==> config.mk <==
export PLATFORM = sky130hd
export DESIGN_NAME = seg7_capture
export DESIGN_NICKNAME = d
export VERILOG_FILES = /design/src/rtl/seg7_pkg.sv /design/src/rtl/seg7_pattern_decode.sv /design/src/rtl/seg7_capture.sv
export SDC_FILE = /design/constraint.sdc
export NUM_CORES = 1
export LEC_CHECK = 0
export ABC_CLOCK_PERIOD_IN_PS = 3510
export BUFFER_PORTS_ARGS = -buffer_cell sky130_fd_sc_hd__buf_4
export CORE_AREA = 2 2 86 88
export CTS_CLUSTER_DIAMETER = 60
export DETAILED_ROUTE_END_ITERATION = 10
export DIE_AREA = 0 0 88 90
export PLACE_DENSITY = 0.59
export SLEW_MARGIN = 15
export SYNTH_ARGS = -nofsm -noshare
export SYNTH_HDL_FRONTEND = slang
export SYNTH_SLANG_ARGS = --single-unit
==> constraint.sdc <==
create_clock -name clk -period 3.51 [get_ports clk]
set_input_delay 0.8775 -clock clk [delete_from_list [all_inputs] [get_ports clk]]
set_output_delay 0.8775 -clock clk [all_outputs]
set_load 0.05 [all_outputs]
==> src/rtl/seg7_pkg.sv <==
// Shared 7-segment definitions used by both the display decoder and the
// capture side, so that both ends read from one glyph table.
//   seg7_t       : active-low segment vector, index 0 = g ... index 6 = a
//   SEG7_0..F    : legal hex glyphs
//   SEG7_DASH    : '-' glyph (never a legal hex digit)
//   SEG7_BLANK   : all segments off
//   filt_state_e : stability filter states
package seg7_pkg;

  typedef logic [0:6] seg7_t;

  localparam seg7_t SEG7_0     = 7'b1000000;
  localparam seg7_t SEG7_1     = 7'b1111001;
  localparam seg7_t SEG7_2     = 7'b0100100;
  localparam seg7_t SEG7_3     = 7'b0110000;
  localparam seg7_t SEG7_4     = 7'b0011001;
  localparam seg7_t SEG7_5     = 7'b0010010;
  localparam seg7_t SEG7_6     = 7'b0000010;
  localparam seg7_t SEG7_7     = 7'b1011000;
  localparam seg7_t SEG7_8     = 7'b0000000;
  localparam seg7_t SEG7_9     = 7'b0010000;
  localparam seg7_t SEG7_A     = 7'b0001000;
  localparam seg7_t SEG7_B     = 7'b0000011;
  localparam seg7_t SEG7_C     = 7'b1000110;
  localparam seg7_t SEG7_D     = 7'b0100001;
  localparam seg7_t SEG7_E     = 7'b0000110;
  localparam seg7_t SEG7_F     = 7'b0001110;
  localparam seg7_t SEG7_DASH  = 7'b0111111;
  localparam seg7_t SEG7_BLANK = 7'b1111111;

  typedef enum logic {
    StTrack,
    StSettled
  } filt_state_e;

endpackage

==> src/rtl/seg7_pattern_decode.sv <==
// Inverse of the segment encoding: maps an active-low glyph back to its nibble.
// Ports:
//   seg_i    : active-low segment pattern (seg7_t)
//   err_o    : 1 when seg_i is not one of the 16 hex glyphs
//   nibble_o : recovered nibble, 0 when err_o is set
module seg7_pattern_decode
  import seg7_pkg::*;
(
  input  seg7_t      seg_i,
  output logic       err_o,
  output logic [3:0] nibble_o
);

  always_comb begin
    err_o    = 1'b0;
    nibble_o = 4'h0;
    case (seg_i)
      SEG7_0:  nibble_o = 4'h0;
      SEG7_1:  nibble_o = 4'h1;
      SEG7_2:  nibble_o = 4'h2;
      SEG7_3:  nibble_o = 4'h3;
      SEG7_4:  nibble_o = 4'h4;
      SEG7_5:  nibble_o = 4'h5;
      SEG7_6:  nibble_o = 4'h6;
      SEG7_7:  nibble_o = 4'h7;
      SEG7_8:  nibble_o = 4'h8;
      SEG7_9:  nibble_o = 4'h9;
      SEG7_A:  nibble_o = 4'hA;
      SEG7_B:  nibble_o = 4'hB;
      SEG7_C:  nibble_o = 4'hC;
      SEG7_D:  nibble_o = 4'hD;
      SEG7_E:  nibble_o = 4'hE;
      SEG7_F:  nibble_o = 4'hF;
      default: err_o    = 1'b1;
    endcase
  end

endmodule

==> src/rtl/seg7_capture.sv <==
// Receive side of a multiplexed 7-segment interface. Debounces {an, seg},
// decodes each settled digit into a slot, and hands a complete frame to the
// consumer over valid/ready.
// Build option: define SEG7_CAPTURE_SYNC_EN to put a 2-flop synchronizer on
// seg_in/an_in (asynchronous pins); otherwise pins are sampled directly.
// Ports:
//   clk, rst_n  : clock, asynchronous active-low reset
//   seg_in      : active-low segments, [0]=g ... [6]=a
//   an_in       : active-low digit select, one-hot-low expected
//   frame_data  : recovered nibbles, digit i at [4i+3:4i]
//   frame_err   : per-digit illegal-glyph flags
//   frame_valid : frame_data/frame_err hold a complete frame
//   frame_ready : consumer accepts the frame when high with frame_valid
//   overflow    : sticky, a completed frame was dropped
module seg7_capture
  import seg7_pkg::*;
#(
  parameter int unsigned DIGITS        = 4,
  parameter int unsigned STABLE_CYCLES = 4
) (
  input  logic                clk,
  input  logic                rst_n,
  input  logic [0:6]          seg_in,
  input  logic [DIGITS-1:0]   an_in,
  output logic [4*DIGITS-1:0] frame_data,
  output logic [DIGITS-1:0]   frame_err,
  output logic                frame_valid,
  input  logic                frame_ready,
  output logic                overflow
);

  localparam int unsigned CntW = (STABLE_CYCLES > 1) ? $clog2(STABLE_CYCLES) : 1;
  localparam logic [CntW-1:0] CntMax = CntW'(STABLE_CYCLES - 1);

  seg7_t             seg_s;
  logic [DIGITS-1:0] an_s;

`ifdef SEG7_CAPTURE_SYNC_EN
  seg7_t             seg_m_q, seg_s_q;
  logic [DIGITS-1:0] an_m_q, an_s_q;

  always_ff @(posedge clk or negedge rst_n) begin
    if (!rst_n) begin
      seg_m_q <= '1;
      seg_s_q <= '1;
      an_m_q  <= '1;
      an_s_q  <= '1;
    end else begin
      seg_m_q <= seg_in;
      seg_s_q <= seg_m_q;
      an_m_q  <= an_in;
      an_s_q  <= an_m_q;
    end
  end

  assign seg_s = seg_s_q;
  assign an_s  = an_s_q;
`else
  assign seg_s = seg_in;
  assign an_s  = an_in;
`endif

  // Stability filter
  filt_state_e       state_q;
  logic [CntW-1:0]   cnt_q, cnt_d;
  seg7_t             seg_prev_q;
  logic [DIGITS-1:0] an_prev_q;
  logic              same, in_track, settle;

  assign same     = (seg_s == seg_prev_q) && (an_s == an_prev_q);
  // A change always restarts tracking, even from SETTLED.
  assign in_track = !same || (state_q == StTrack);
  assign cnt_d    = same ? cnt_q + 1'b1 : '0;
  assign settle   = in_track && (cnt_d == CntMax);

  always_ff @(posedge clk or negedge rst_n) begin
    if (!rst_n) begin
      state_q    <= StTrack;
      cnt_q      <= '0;
      seg_prev_q <= '1;
      an_prev_q  <= '1;
    end else begin
      seg_prev_q <= seg_s;
      an_prev_q  <= an_s;
      if (in_track) begin
        cnt_q   <= cnt_d;
        state_q <= settle ? StSettled : StTrack;
      end
    end
  end

  // Capture into slots
  logic              dec_err;
  logic [3:0]        dec_nib;
  logic [DIGITS-1:0] an_low;
  logic              one_low, capture, frame_done;

  seg7_pattern_decode u_decode (
    .seg_i    (seg_s),
    .err_o    (dec_err),
    .nibble_o (dec_nib)
  );

  assign an_low  = ~an_s;
  assign one_low = (an_low != '0) && ((an_low & (an_low - 1'b1)) == '0);
  assign capture = settle && one_low;

  logic [4*DIGITS-1:0] slot_data_q, slot_data_d;
  logic [DIGITS-1:0]   slot_err_q, slot_err_d;
  logic [DIGITS-1:0]   seen_q, seen_d;

  assign frame_done = &seen_q;

  always_comb begin
    slot_data_d = slot_data_q;
    slot_err_d  = slot_err_q;
    // Completion clears seen; a capture in the same cycle starts the next frame.
    seen_d      = frame_done ? '0 : seen_q;
    if (capture) begin
      for (int unsigned i = 0; i < DIGITS; i++) begin
        if (an_low[i]) begin
          slot_data_d[4*i +: 4] = dec_nib;
          slot_err_d[i]         = dec_err;
          seen_d[i]             = 1'b1;
        end
      end
    end
  end

  always_ff @(posedge clk or negedge rst_n) begin
    if (!rst_n) begin
      slot_data_q <= '0;
      slot_err_q  <= '0;
      seen_q      <= '0;
    end else begin
      slot_data_q <= slot_data_d;
      slot_err_q  <= slot_err_d;
      seen_q      <= seen_d;
    end
  end

  // Frame register and handshake
  always_ff @(posedge clk or negedge rst_n) begin
    if (!rst_n) begin
      frame_data  <= '0;
      frame_err   <= '0;
      frame_valid <= 1'b0;
      overflow    <= 1'b0;
    end else if (frame_done) begin
      if (!frame_valid || frame_ready) begin
        frame_data  <= slot_data_q;
        frame_err   <= slot_err_q;
        frame_valid <= 1'b1;
      end else begin
        overflow <= 1'b1;
      end
    end else if (frame_valid && frame_ready) begin
      frame_valid <= 1'b0;
    end
  end

endmodule

# Yosys cells after proc, flatten, opt, wreduce, memory -nomap -nowiden
# Index checks and enable logic that the tools add are counted.
[op_classes]
add_sub_neg = 2
eq_ne = 19
n_mux = 13
bitwise_logic = 4
n_reduce_logical = 22
[op_table]
columns = ["op", "n"]
rows = [
  ["one-hot mux 4 bit (15 select lines)", 1],
  ["equality test 7 bit, second input constant", 4],
  ["equality test 7 x 5 -> 1 bit, second input constant", 3],
  ["equality test 7 x 6 -> 1 bit, second input constant", 3],
  ["OR reduction 16 bit", 1],
  ["equality test 7 x 2 -> 1 bit, second input constant", 2],
  ["equality test 7 x 4 -> 1 bit, second input constant", 2],
  ["AND reduction 2 bit", 5],
  ["AND reduction 5 bit", 2],
  ["2-to-1 mux 1 bit", 9],
  ["2-to-1 mux 4 bit", 2],
  ["equality test 7 x 3 -> 1 bit, second input constant", 1],
  ["equality test 7 bit", 1],
  ["zero test 7 bit", 1],
  ["logical AND 1 bit", 5],
  ["AND 4 bit", 1],
  ["equality test 4 bit", 1],
  ["zero test 4 bit", 1],
  ["inverter 4 bit", 1],
  ["AND reduction 4 bit", 1],
  ["nonzero test 4 bit", 1],
  ["subtractor 4 x 1 -> 4 bit, second input constant", 1],
  ["adder 2 x 1 -> 2 bit, second input constant", 1],
  ["equality test 2 bit, second input constant", 1],
  ["6 further kinds", 9],
]
[totals]
register_bits = 60
in_bits = 14

# Depth between registers and ports, before layout
[depth]
depth_word = 7
ltp_mapped = 6
mapped_depth_nobuf = 5

# Hierarchy
# Synthesis repeated with hierarchy kept, for this count alone.
[unflattened]
cells_unflattened = 203
hier_area_um2 = 2756.4
[modules_own_cells]
columns = ["module", "instances", "cells_each", "area_per_inst_um2"]
rows = [
  ["seg7_capture", 1, 146, 2329.7],
  ["seg7_pattern_decode", 1, 57, 426.7],
]

# Least setup slack after synthesis
# OpenSTA, ideal clock, no wires.
[synth_path]
path_kind = "input-to-reg"
startpoint = "input port seg_in[1] in the netlist's numbering"
endpoint = "register slot_data_q[0]"
setup_ps = 125
arrival_ps = 2248
t_required_ps = 3385
setup_slack_ps = 1137
stages = 6
cell_sequence = "buf_6 > xor2_1 > nor4_2 > nand4_4 > nor2_4 > mux2_2"
[synth_between]
elab_chain_len = 7
elab_cells_between_ends = 25
classes_between = "16 x eq/ne; 2 x mux; 7 x reduce/logical"
[synth_rtl]
columns = ["element", "line_no", "rtl"]
rows = [
  ["start: declaration", "seg7_capture.sv:23", "input logic [0:6] seg_in,"],
  ["equality test 7 bit", "seg7_capture.sv:70", "assign same = (seg_s == seg_prev_q) && (an_s == an_prev_q);"],
  ["logical AND 1 bit", "seg7_capture.sv:70", ""],
  ["2-to-1 mux 2 bit or zero test 1 bit (tied branches)", "seg7_capture.sv:73, seg7_capture.sv:72", ""],
  ["equality test 2 bit or logical OR 1 bit (tied branches)", "seg7_capture.sv:74, seg7_capture.sv:72", ""],
  ["logical AND 1 bit", "seg7_capture.sv:74", "assign settle = in_track && (cnt_d == CntMax);"],
  ["logical AND 1 bit", "seg7_capture.sv:106", "assign capture = settle && one_low;"],
  ["AND reduction 2 bit (no source line)", "n/a", ""],
  ["end signal: assignment", "seg7_capture.sv:136", "slot_data_q <= slot_data_d;"],
  ["end: declaration", "seg7_capture.sv:108", "logic [4*DIGITS-1:0] slot_data_q, slot_data_d;"],
]
# Several ways; a longest one is shown, not always the timed one.
# A chain may end at the register's enable or synchronous reset.

# Final worst setup path
[layout_path]
startpoint = "input port seg_in[0] in the netlist's numbering"
endpoint = "register slot_data_q[4]"
# The elaborated chain is that of the path after synthesis.

==> summary.txt <==
DRT iter0 DRCs = 91
H-tree levels = 3
Post-synth EDFFs = 0
Hold WC Path Type = reg2reg
drt wl/cell = 15.31 um
io pins = 36
pre-CTS WS = 0.8390 ns
number of hold buffers added after CTS = 0
Synth Cell Area = 2753 sq um
Worst Max-Slew Pin Slew = 0.8009 ns
largest net degree at the start of global routing = 61
Mean Syn Cell Area = 13.43 sq um
RSZ-0062 raised after global routing = false
Crit Path Max Fanout = 14
Chip Width = 88 um
most common cell after layout, fill and taps aside = dfrtp_1
Clock Tree Buf Depth = 2
leakage power = 0.001572 uW
initial antenna violation count = 0
worst reg-to-reg path cell count = 5
# rows = 31
MaxCap Viol Count = 0
I/O Buffers = 35
Final Critical Period = 2.300 ns
final WL = 5298 um
crit path launch type = input pin
Yosys reg bits = 60
dpl hpwl = 3486 um
Resize count post-CTS = 0
setup bufs post-CTS = 0
Final Util = 0.4664
Main synth FF type = dfrtp_1
PwrDens = 421.3 nW/um^2
gpl congestion = 0.8000
routed vias = 1739
n_diodes = 0
Post-Synthesis Cells = 205
Core Area = 7020 sq um
Synth async-reset ratio = 1.000
Worst-path clk slew = 0.07 ns
crit path capture type = flip-flop
layout cell share with drive strength beyond 1 = 0.4413
count of final setup violators = 0
first-pass GRT wire length = 9204 um
Global Route Usage Sum = 0.1522
clock latency on the worst-skew pair = 0.33 ns
DIE AREA = 7920 sq um
synth-to-layout area growth = 18.95%
Num CTS Buffers = 9
clock root buffer = clkbuf_8
Req. time, crit path = 3.73 ns
Die H = 90 um
DRT Pass-1 Iters = 4
final clock skew = 0.01244 ns
drt drc = 0
final hold violations = 0
Slew Limit Headroom = 0.4644
Syn. warnings = 0
Hold Crit Depth = 1
sum of negative setup slack = 0 ns
Sink Count = 60
starting density of the core = 0.3921
WP data arrival = 2.52 ns
remaining global-route overflow = 0
Setup CP Type = in2reg
Max Clock Freq = 434.7 MHz
most frequent cells in the layout = dfrtp_1, mux2_2, buf_4
outcome = completed
Pwr Total = 1380 uW
number of global-route vias before repair = 1786
Max Slew Vio Count = 0
Unique masters post-synth = 49
Final WS setup = 1.210 ns
Synth Net Count = 219
sequential area share after synthesis = 0.5505
maximum VDD drop = 0.2153 mV
final net count = 257
CTS tree = yes
period utilization = 0.6554
DR vias/cell = 5.026
post-route ant nets = 0
-- critical path: stages --
cell	delay, ns
buf_4	0.16
xor2_1	0.17
nor4_2	0.42
nand4_4	0.25
nor2_4	0.25
mux2_2	0.37
-- flip-flops by register name, summed over array words and instances (netlist names) --
signal       count
state_q          1
frame_err        4
an_prev_q        4
seg_prev_q       7
seen_q           4
cnt_q            2
slot_err_q       4
frame_data      16
frame_valid      1
slot_data_q     16
overflow         1
-- cells by family (layout without fill, tap and decap cells) --
logic type             after synthesis  after routing  share of synthesized area
buffers and inverters               12             54                    0.02454
AO/OA/AOI/OAI                       25             25                    0.07091
multiplexers                        40             40                     0.1636
XOR/XNOR                            15             15                    0.04773
flip-flops                          60             60                     0.5505
AND/OR/NAND/NOR                     53             53                     0.1427
-- metal layers --
metal	vias up	global-route usage	routed length, um
li1	825	-	-
met1	882	0.2153	2665
met2	32	0.2140	2417
met3	0	0.05877	215
met4	0	0.05000	0
met5	-	0	0
-- stage by stage --
stage / hold slack [ns] / area [sq um] / instances
finish: 0.4730 / 3274 / 346
detailed placement: 0.4652 / 3093 / 331
floorplan: 0.4493 / 2753 / 205
global route: 0.4865 / 3274 / 346
CTS: 0.4804 / 3274 / 346
global placement: 0.4628 / 3093 / 331
-- synth_stat cells, drive strengths merged (2+ instances only) --
library cell | n | area share
dfstp | 11 | 0.11
o21ai | 2 | 0.0036
a2111oi | 2 | 0.0086
o211ai | 3 | 0.0082
or3 | 2 | 0.0045
inv | 3 | 0.0041
nor3b | 2 | 0.0055
mux2 | 40 | 0.16
nand2 | 4 | 0.0055
nand2b | 3 | 0.0068
nor3 | 3 | 0.0055
nand4 | 5 | 0.017
nand4b | 2 | 0.0064
nand3b | 2 | 0.0055
nor2b | 3 | 0.0068
or3b | 2 | 0.0064
xor2 | 13 | 0.041
nand3 | 3 | 0.0055
a21o | 5 | 0.014
nor4bb | 2 | 0.0073
a21oi | 3 | 0.0055
buf | 8 | 0.019
xnor2 | 2 | 0.0064
nor4 | 4 | 0.019
nor2 | 12 | 0.027
dfrtp | 49 | 0.45
o31a | 2 | 0.0064
-- final timing paths --
kind	endpoint	startpoint	slack (ns)
max	slot_data_q[4]	seg_in[0]	1.21
max reg2reg	slot_data_q[4]	state_q	1.49
min	overflow	overflow	0.47
min reg2reg	overflow	overflow	0.47
max in group asynchronous	frame_valid	rst_n	2.40
min in group asynchronous	state_q	rst_n	0.60
-- power breakdown --
group | internal (uW) | switching [uW] | leakage, uW
clock | 321 | 260 | 0.0000959
sequential | 703 | 2.75 | 0.000801
combinational | 31.1 | 61.0 | 0.000676
total | 1060 | 324 | 0.00157
-- layout make-up --
cell class,count,area [sq um]
timing repair buffer,36,270.3
clock inverter,5,53.80
sequential,60,1515
tap,99,123.9
inverter,3,11.26
multi-input combinational,133,1172
clock buffer,10,127.6
fill,664,3746
Note: power is estimated with default switching activity, not from simulation.
